**src/rtl/shot_ctrl_multi_if.sv**
```systemverilog
// Trigger/shot bundle between a controller and the multi-channel shot block.
// The block side uses the slave modport.
interface shot_ctrl_multi_if #(
  parameter int CH    = 4,
  parameter int CNT_W = 8
);
  logic [CH-1:0]    Start;
  logic             mode;
  logic             clr;
  logic [CH-1:0]    Shot;
  logic [CH-1:0]    busy;
  logic [CNT_W-1:0] fire_cnt;

  modport master (output Start, mode, clr, input  Shot, busy, fire_cnt);
  modport slave  (input  Start, mode, clr, output Shot, busy, fire_cnt);
endinterface

```
**src/rtl/shot_ctrl_multi.sv**
```systemverilog
// Multi-channel one-shot controller: one arm/fire FSM per channel plus a
// shared saturating counter of FIRE entries.

module shot_ctrl_lane #(
  parameter int PULSE_W = 4
) (
  input  logic clk,
  input  logic reset,
  input  logic start,
  input  logic mode,
  output logic shot,
  output logic busy,
  output logic fire
);
  localparam int CW = $clog2(PULSE_W + 1);

  typedef enum logic [2:0] {
    INIT  = 3'd0,
    IDLE  = 3'd1,
    ARMED = 3'd2,
    FIRE  = 3'd3,
    WAIT  = 3'd4
  } state_t;

  state_t        state;
  logic [CW-1:0] cnt;

  // Only consumed by the shared counter; Shot itself stays a pure state decode.
  assign fire = (state == ARMED) && start;

  always_ff @(posedge clk or negedge reset) begin
    if (!reset) begin
      state <= INIT;
      cnt   <= '0;
      shot  <= 1'b0;
      busy  <= 1'b0;
    end else begin
      case (state)
        INIT: begin
          state <= IDLE;
          shot  <= 1'b0;
          busy  <= 1'b0;
        end
        // A level already high out of reset must drop before it can arm.
        IDLE: if (!start) state <= ARMED;
        ARMED: if (start) begin
          state <= FIRE;
          cnt   <= CW'(PULSE_W - 1);
          shot  <= 1'b1;
          busy  <= 1'b1;
        end
        FIRE: begin
          if (cnt != '0) begin
            cnt <= cnt - CW'(1);
          end else if (!(mode && start)) begin
            shot <= 1'b0;
            if (start) begin
              state <= WAIT;
            end else begin
              state <= ARMED;
              busy  <= 1'b0;
            end
          end
        end
        WAIT: if (!start) begin
          state <= ARMED;
          busy  <= 1'b0;
        end
        default: begin
          state <= INIT;
          cnt   <= '0;
          shot  <= 1'b0;
          busy  <= 1'b0;
        end
      endcase
    end
  end
endmodule

module shot_ctrl_multi #(
  parameter int CH      = 4,
  parameter int PULSE_W = 4,
  parameter int CNT_W   = 8
) (
  input logic              clk,
  input logic              reset,
  shot_ctrl_multi_if.slave bus
);
  // Headroom for adding up to 16 fires in one cycle before saturation.
  localparam int SW = CNT_W + 5;
  localparam logic [SW-1:0] CNT_MAX = SW'((1 << CNT_W) - 1);

  logic [CH-1:0] shot_v, busy_v, fire_v;
  logic [SW-1:0] add, sum;
  logic [CNT_W-1:0] cnt_q;

  for (genvar i = 0; i < CH; i++) begin : g_lane
    shot_ctrl_lane #(.PULSE_W(PULSE_W)) u_lane (
      .clk   (clk),
      .reset (reset),
      .start (bus.Start[i]),
      .mode  (bus.mode),
      .shot  (shot_v[i]),
      .busy  (busy_v[i]),
      .fire  (fire_v[i])
    );
  end

  always_comb begin
    add = '0;
    for (int i = 0; i < CH; i++) add = add + SW'(fire_v[i]);
  end

  assign sum = SW'(cnt_q) + add;

  always_ff @(posedge clk or negedge reset) begin
    if (!reset)             cnt_q <= '0;
    else if (bus.clr)       cnt_q <= '0;
    else if (sum > CNT_MAX) cnt_q <= '1;
    else                    cnt_q <= sum[CNT_W-1:0];
  end

  assign bus.Shot     = shot_v;
  assign bus.busy     = busy_v;
  assign bus.fire_cnt = cnt_q;
endmodule

```
**src/flat_wrapper.sv**
```systemverilog
// flat-port wrapper written by rule: the top's interface ports become plain ports
module shot_ctrl_multi_flat 
#(
  parameter int CH      = 4,
  parameter int PULSE_W = 4,
  parameter int CNT_W   = 8
)
  (clk, reset, bus_Start, bus_mode, bus_clr, bus_Shot, bus_busy, bus_fire_cnt);
  shot_ctrl_multi_if #(.CH(CH), .CNT_W(CNT_W)) bus_i ();
  input logic clk;
  input logic reset;
  input wire logic [$bits(bus_i.Start)-1:0] bus_Start;
  input wire logic [$bits(bus_i.mode)-1:0] bus_mode;
  input wire logic [$bits(bus_i.clr)-1:0] bus_clr;
  output wire logic [$bits(bus_i.Shot)-1:0] bus_Shot;
  output wire logic [$bits(bus_i.busy)-1:0] bus_busy;
  output wire logic [$bits(bus_i.fire_cnt)-1:0] bus_fire_cnt;
  assign bus_i.Start = bus_Start;
  assign bus_i.mode = bus_mode;
  assign bus_i.clr = bus_clr;
  assign bus_Shot = bus_i.Shot;
  assign bus_busy = bus_i.busy;
  assign bus_fire_cnt = bus_i.fire_cnt;
  shot_ctrl_multi #(.CH(CH), .PULSE_W(PULSE_W), .CNT_W(CNT_W)) u_core (.clk(clk), .reset(reset), .bus(bus_i));
endmodule
```
**config.mk**
```make
export PLATFORM = sky130hd
export DESIGN_NAME = shot_ctrl_multi_flat
export DESIGN_NICKNAME = d
export VERILOG_FILES = /design/src/rtl/shot_ctrl_multi_if.sv /design/src/rtl/shot_ctrl_multi.sv /design/src/flat_wrapper.sv
export SDC_FILE = /design/constraint.sdc
export NUM_CORES = 1
export LEC_CHECK = 0
export BUFFER_PORTS_ARGS = -buffer_cell sky130_fd_sc_hd__buf_2
export CORE_ASPECT_RATIO = 0.9
export CORE_UTILIZATION = 44
export CTS_CLUSTER_DIAMETER = 80
export DETAILED_ROUTE_END_ITERATION = 16
export GPL_TIMING_DRIVEN = 0
export HOLD_SLACK_MARGIN = 0.12
export MAX_ROUTING_LAYER = met4
export PLACE_DENSITY_LB_ADDON = 0.2
export SYNTH_ARGS = -nofsm -noshare
export SYNTH_HDL_FRONTEND = slang
export SYNTH_SLANG_ARGS = --single-unit
```
**constraint.sdc**
```tcl
create_clock -name clk -period 7 [get_ports clk]
set_input_delay 0.7 -clock clk [delete_from_list [all_inputs] [get_ports clk]]
set_output_delay 0.7 -clock clk [all_outputs]
set_load 0.01 [all_outputs]
```
==> qor.txt, run 1 <==
Max Freq = 293 MHz
Share of layout cells above drive strength 1 = 14.8%
TritonCTS clock tree = done
Placed inst area = 2810 µm²
Hold WC Path Type = flop to flop
Final setup viols = 0
Worst Tran Pin Value = 909 ps
Reg clk slew, reported paths = 80 ps
Final hold slack = 495 ps
Fill count = 543
Sequential Power Share = 33.6%
Peak supply drop = 0.000190 V
Status = complete, no violations
Final worst-path cycle share = 48.7%
Post-synthesis cell type count = 47
Worst slack at placement = 3280 ps
WL/cell = 14.0 µm
Number of synthesized flops with an enable pin = 0
Largest fanout on the critical path = 8
Clk_lat worst skew = 290 ps
Synth Register Bits = 40
GR Overflow Total = 0
RSZ-0062 raised after global routing = no
Crit path to = u_core.bus.fire_cnt[5]
Initial antenna violation count = 0
DR pass1 iterations = 4
Vias = 2266
Die height = 75.2 µm
CP Launch Type = primary input
CTS resizes = 0
Setup bufs post-CTS = 0
Final Hold Fails = 0
PwrDens = 382 nW/µm²
Ant diodes = 0
Max-cap violation count = 0
Die X-Extent = 83.3 µm
CP startpoint = bus_Start[0]
Nets = 352
Final HPWL DP = 3980 µm
Cells after synthesis = 301
Bufs on Longest Clock Path = 2
Total detailed-routing wirelength = 5600 µm
Num rows = 26
Post-Syn Nets = 324
Cts hold-fix bufs = 0
Vias/cell = 5.67
Post-route antenna net violation count = 0
Final worst-path setup slack = 3590 ps
Synth warn = 0
I/O Buffers = 21
Arrival @ worst endpoint = 3640 ps
Critical path endpoint category = flop
Clock root cell = clkbuf_8
Area Growth Syn to Fin = 10.8%
Clk pwr share = 14.6%
WS Path Type = primary input to flop
Leak pwr = 1.38 nW
Final Cell Area = 2900 µm²
Slew headroom = 39.4%
Fin Setup TNS = 0 ps
GRT Total Usage = 19.9%
Number of DRC markers in iteration 0 = 116
Mapped Area = 2620 µm²
Clock Sinks = 40
R2R setup slack = 3710 ps
R2R depth = 15
Initial Util = 46.0%
Syn avg cell area = 8.69 µm²
Final GP Congestion = 0.838
Required @ worst endpoint = 7230 ps
Clk_skew = 3.64 ps
RR Startpoint = u_core.g_lane[1].u_lane.state[2]
Sw power = 0.452 mW
Inserted Clock Buffers = 5
Sw Ratio = 40.8%
# H-tree levels = 2
I/O pin total = 24
FFs w/ async S/R, synth = 100%
Largest net degree at the start of global routing = 41
Final max-slew violation count = 0
First-pass GRT wire length = 9630 µm
Drc violations = 0
R2R Path End = u_core.bus.fire_cnt[5]
Top FF cell, synth = dfrtp_1
Die ar. = 6260 µm²
Minimum clock period = 3410 ps
Sequential fraction of the synthesis area = 38.3%
Core box area = 5690 µm²
Internal power = 0.656 mW
Comb pwr share = 51.8%
Vias in the first global route = 2053
-- sequential cells by signal, summed over array words and instances, names as in the netlist --
register and flops:
u_core.bus.fire_cnt 8, u_core.g_lane.u_lane.cnt 12, u_core.g_lane.u_lane.busy 4, u_core.g_lane.u_lane.state 12, u_core.g_lane.u_lane.shot 4
-- cells in the mapped netlist (all sizes together) (2+ instances only) --
master	count	share of area, %
a22oi	2	0.57
o22ai	8	1.9
a21o	3	0.86
a211o	2	0.67
a31oi	2	0.48
o21a	7	2.0
a222oi	3	1.1
a211oi	7	2.0
o21bai	4	1.1
xor2	2	0.67
ha	13	6.2
o211ai	3	0.86
mux2i	4	1.5
nand2	21	3.0
inv	29	4.2
o21ai	28	5.4
clkbuf	3	0.48
nand2b	10	2.4
nand3b	5	1.4
nor3	6	1.1
a2111oi	3	1.0
and2	4	0.96
fa	2	1.5
buf	20	4.7
nor2	17	2.4
nand3	6	1.1
o41ai	4	1.3
nor2b	5	1.2
a21oi	23	4.4
dfrtp	40	38
-- logic make-up (layout without fill, tap and decap cells) --
family / after synthesis / in the layout / synth area share [%]
XOR/XNOR: 2 / 2 / 0.670
flip-flops: 40 / 40 / 38.3
multiplexers: 4 / 4 / 1.53
adder cells (fa/ha/maj): 15 / 15 / 7.75
AND/OR/NAND/NOR: 80 / 80 / 15.5
AO/OA/AOI/OAI: 108 / 108 / 26.9
buffers and inverters: 52 / 81 / 9.33
-- placed cells by master (no fill, tap or decap), types with 5 or more instances in the layout --
cell,n
a211oi_1,7
a21oi_1,23
buf_2,32
buf_4,9
clkbuf_8,6
dfrtp_1,40
ha_1,13
inv_1,29
nand2_1,21
nand2b_1,10
nand3_1,6
nand3b_1,5
nor2_1,17
nor2b_1,5
nor3_1,6
o21a_1,7
o21ai_0,28
o22ai_1,8
-- power groups by stage --
stage / clock, mW / combinational [mW] / sequential, mW
finish: 0.162 / 0.574 / 0.372
global route: 0.177 / 0.662 / 0.385
CTS: 0.168 / 0.576 / 0.372
detailed placement: 0 / 0.574 / 0.376
global placement: 0 / 0.563 / 0.373
floorplan: 0 / 0.453 / 0.363
-- critical path, stage by stage --
cell,delay [ps]
buf_2,160
nor2b_1,270
nor2b_1,230
ha_1,260
inv_1,80
fa_1,420
inv_1,70
ha_1,180
inv_1,60
fa_1,440
nand3b_1,190
a2111oi_0,420
a31oi_1,70
nand2_1,90
-- routing by layer --
layer  vias to the layer above  part of all wire, %  GRT usage [%]  wire length, µm
met1                      1073                   50           27.2             2780
li1                       1133                    -              -                -
met4                         0                  1.1           5.75               63
met3                         7                  4.1           3.40              229
met5                         -                    0              -                0
met2                        53                   45           30.8             2520
-- area by class of cell --
cell class,count,area [µm²],share of cell area [%]
plain buffers,23,135,4.66
clock buffers,8,90.1,3.11
inverters,29,109,3.75
multi-input cells,209,1370,47.3
flip-flops and latches,40,1000,34.5
well taps,70,87.6,3.02
repair buffers,21,105,3.63
-- metrics by stage --
stage / total power [mW] / util (%) / cells
after detailed placement: 0.950 / 49.3 / 392
after global routing: 1.22 / 50.9 / 400
after global placement: 0.937 / 49.3 / 392
final: 1.11 / 50.9 / 400
after CTS: 1.12 / 50.9 / 400
after floorplan: 0.816 / - / 301
-- worst min-delay path by stage --
stage,from,to,slack [ps],cells past startpoint
finish,u_core.g_lane[2].u_lane.cnt[2],u_core.g_lane[2].u_lane.cnt[2],490,1
global route,u_core.g_lane[0].u_lane.cnt[2],u_core.g_lane[0].u_lane.cnt[2],530,1
CTS,u_core.g_lane[2].u_lane.cnt[2],u_core.g_lane[2].u_lane.cnt[2],500,1
detailed placement,u_core.g_lane[2].u_lane.cnt[2],u_core.g_lane[2].u_lane.cnt[2],480,1
global placement,u_core.g_lane[2].u_lane.cnt[2],u_core.g_lane[2].u_lane.cnt[2],480,1
floorplan,reset,u_core.bus.fire_cnt[0],400,0
Power figures use the tool's default switching activity.
==> run 2, diff against run 1 <==
==> constraint.sdc (replaced) <==
create_clock -name clk -period 3 [get_ports clk]
set_input_delay 0.3 -clock clk [delete_from_list [all_inputs] [get_ports clk]]
set_output_delay 0.3 -clock clk [all_outputs]
set_load 0.01 [all_outputs]
==> run 2 against run 1 <==
  * Sequential power increased by 140%
  * Sequential share of layout area shrank 1.5 points
  * Combinational power is 150% higher
  * Cell count is 2.0% higher
  * Largest power group unchanged
==> qor.txt, run 2 (synthesized netlist as in run 1, its figures left out) <==
Required @ worst endpoint = 3220 ps (was 7230 ps)
Ant diodes = 0 (unchanged)
Clock Sinks = 40 (unchanged)
Final hold slack = 129 ps (was 495 ps)
Inserted Clock Buffers = 5 (unchanged)
Arrival @ worst endpoint = 3160 ps (was 3640 ps)
WS Path Type = flop to flop (was primary input to flop)
WL/cell = 14.4 µm (was 14.0 µm)
Die X-Extent = 83.3 µm (unchanged)
Final Hold Fails = 0 (unchanged)
PwrDens = 882 nW/µm² (was 382 nW/µm²)
Largest net degree at the start of global routing = 41 (unchanged)
Slew headroom = 39.3% (was 39.4%)
# H-tree levels = 2 (unchanged)
Total power = 2.68 mW (was 1.11 mW)
Die height = 75.2 µm (unchanged)
RR Startpoint = u_core.g_lane[0].u_lane.state[0] (was u_core.g_lane[1].u_lane.state[2])
Vias in the first global route = 2093 (was 2053)
Largest fanout on the critical path = 5 (was 8)
Max Freq = 340 MHz
Clock root cell = clkbuf_8 (unchanged)
Hold WC Path Type = primary input to asynchronous set/reset pin (was flop to flop)
Final GP Congestion = 0.838 (unchanged)
Area Growth Syn to Fin = 16.1% (was 10.8%)
Nets = 360 (was 352)
Final max-slew violation count = 0 (unchanged)
R2R depth = 13 (was 15)
Number of DRC markers in iteration 0 = 116 (unchanged)
Fin util = 53.4% (was 50.9%)
R2R Path End = u_core.bus.fire_cnt[3] (was u_core.bus.fire_cnt[5])
Initial antenna violation count = 0 (unchanged)
Critical path endpoint category = flop (unchanged)
R2R setup slack = 60 ps (was 3710 ps)
Max-cap violation count = 0 (unchanged)
Placed inst area = 2810 µm² (unchanged)
Initial Util = 46.0% (unchanged)
Non-Filler Instances = 408 (was 400)
Reg clk slew, reported paths = 80 ps (about the same)
Num rows = 26 (unchanged)
Status = complete, no violations (unchanged)
Final worst-path setup slack = 57.2 ps (was 3590 ps)
I/O Buffers = 21 (unchanged)
Share of layout cells above drive strength 1 = 23.1% (was 14.8%)
CP Launch Type = flop (was primary input)
Commonest non-fill, non-tap cells in the layout = dfrtp_1, buf_2, o21ai_0 (was dfrtp_1, buf_2, inv_1)
Die ar. = 6260 µm² (unchanged)
Final Cell Area = 3040 µm² (was 2900 µm²)
First-pass GRT wire length = 9850 µm (was 9630 µm)
Fill count = 520 (was 543)
GR Overflow Total = 0 (unchanged)
Core box area = 5690 µm² (unchanged)
Fin Setup TNS = 0 ps (unchanged)
Leak pwr = 1.41 nW (was 1.38 nW)
Drc violations = 0 (unchanged)
RSZ-0062 raised after global routing = yes (was no)
Final setup viols = 0 (unchanged)
Worst slack at placement = -320 ps (was 3280 ps)
Vias = 2331 (was 2266)
I/O pin total = 24 (unchanged)
Bufs on Longest Clock Path = 2 (unchanged)
GRT Total Usage = 20.5% (was 19.9%)
Clk_skew = 5.20 ps (was 3.64 ps)
Vias/cell = 5.71 (was 5.67)
Crit path to = u_core.bus.fire_cnt[3] (was u_core.bus.fire_cnt[5])
Post-route antenna net violation count = 0 (unchanged)
DR pass1 iterations = 4 (unchanged)
Inst Count DP = 392 (unchanged)
CP startpoint = u_core.g_lane[0].u_lane.state[0] (was bus_Start[0])
Clk_lat worst skew = 290 ps (about the same)
Worst Tran Pin Value = 911 ps (was 909 ps)
Final worst-path cycle share = 98.1%
Minimum clock period = 2940 ps
Peak supply drop = 0.000448 V (was 0.000190 V)
Total detailed-routing wirelength = 5880 µm (was 5600 µm)
Most common cell after layout, fill and taps aside = dfrtp_1 (unchanged)
TritonCTS clock tree = done (unchanged)
Final HPWL DP = 3980 µm (unchanged)
[run 2: cell count changes in the layout (fill, tap and decap cells not counted), sizes merged]
cell | before | now
buf | 41 | 49
[run 2: timing repair]
item                                    in CTS  in global routing
pin swaps                                    6                  6
buffers inserted                             5                  5
endpoints found under the setup margin       7                  7
gates resized for setup                     11                 14
hold endpoints to repair                     0                  0
hold buffers                                 0                  0
[run 2: area by class of cell]
type                    count  area [µm²]  share of cell area, %
multi-input cells         209        1440                   47.4
flip-flops and latches     40        1000                   33.1
plain buffers              21         125                   4.12
well taps                  70        87.6                   2.88
clock buffers               8        90.1                   2.97
inverters                  29         109                   3.58
repair buffers             31         180                   5.93
[run 2: worst max-delay path, cell delays in order (launching register included)]
cell and delay (ps):
dfrtp_2 440, nor2b_2 150, nor2b_4 200, ha_4 220, inv_2 50, fa_1 400
inv_1 70, ha_2 200, inv_2 40, fa_2 380, nor2b_2 160, or2_4 150
nand3b_1 210, a21oi_1 210
[run 2: where the power goes]
group | internal [mW] | switching [mW]
logic | 0.657 | 0.765
clock network | 0.188 | 0.190
registers | 0.737 | 0.141
[run 2: per-layer routing]
metal  GRT usage (%)  share of wire (%)  routed length [µm]
met5               -                  0                   0
met4            6.32                1.0                  59
met3            3.40                4.4                 257
met2            31.8                 46                2690
met1            27.7                 49                2870
[run 2: how the worst min path moves through the flow]
| stage | from | end | cells past startpoint |
|---|---|---|---|
| after floorplan | reset | u_core.bus.fire_cnt[0] | 0 |
| after global placement | u_core.g_lane[2].u_lane.cnt[2] | u_core.g_lane[2].u_lane.cnt[2] | 1 |
| after detailed placement | u_core.g_lane[2].u_lane.cnt[2] | u_core.g_lane[2].u_lane.cnt[2] | 1 |
| after CTS | reset | u_core.g_lane[3].u_lane.cnt[0] | 1 |
| after global routing | reset | u_core.g_lane[3].u_lane.cnt[1] | 1 |
| final | reset | u_core.g_lane[3].u_lane.busy | 1 |
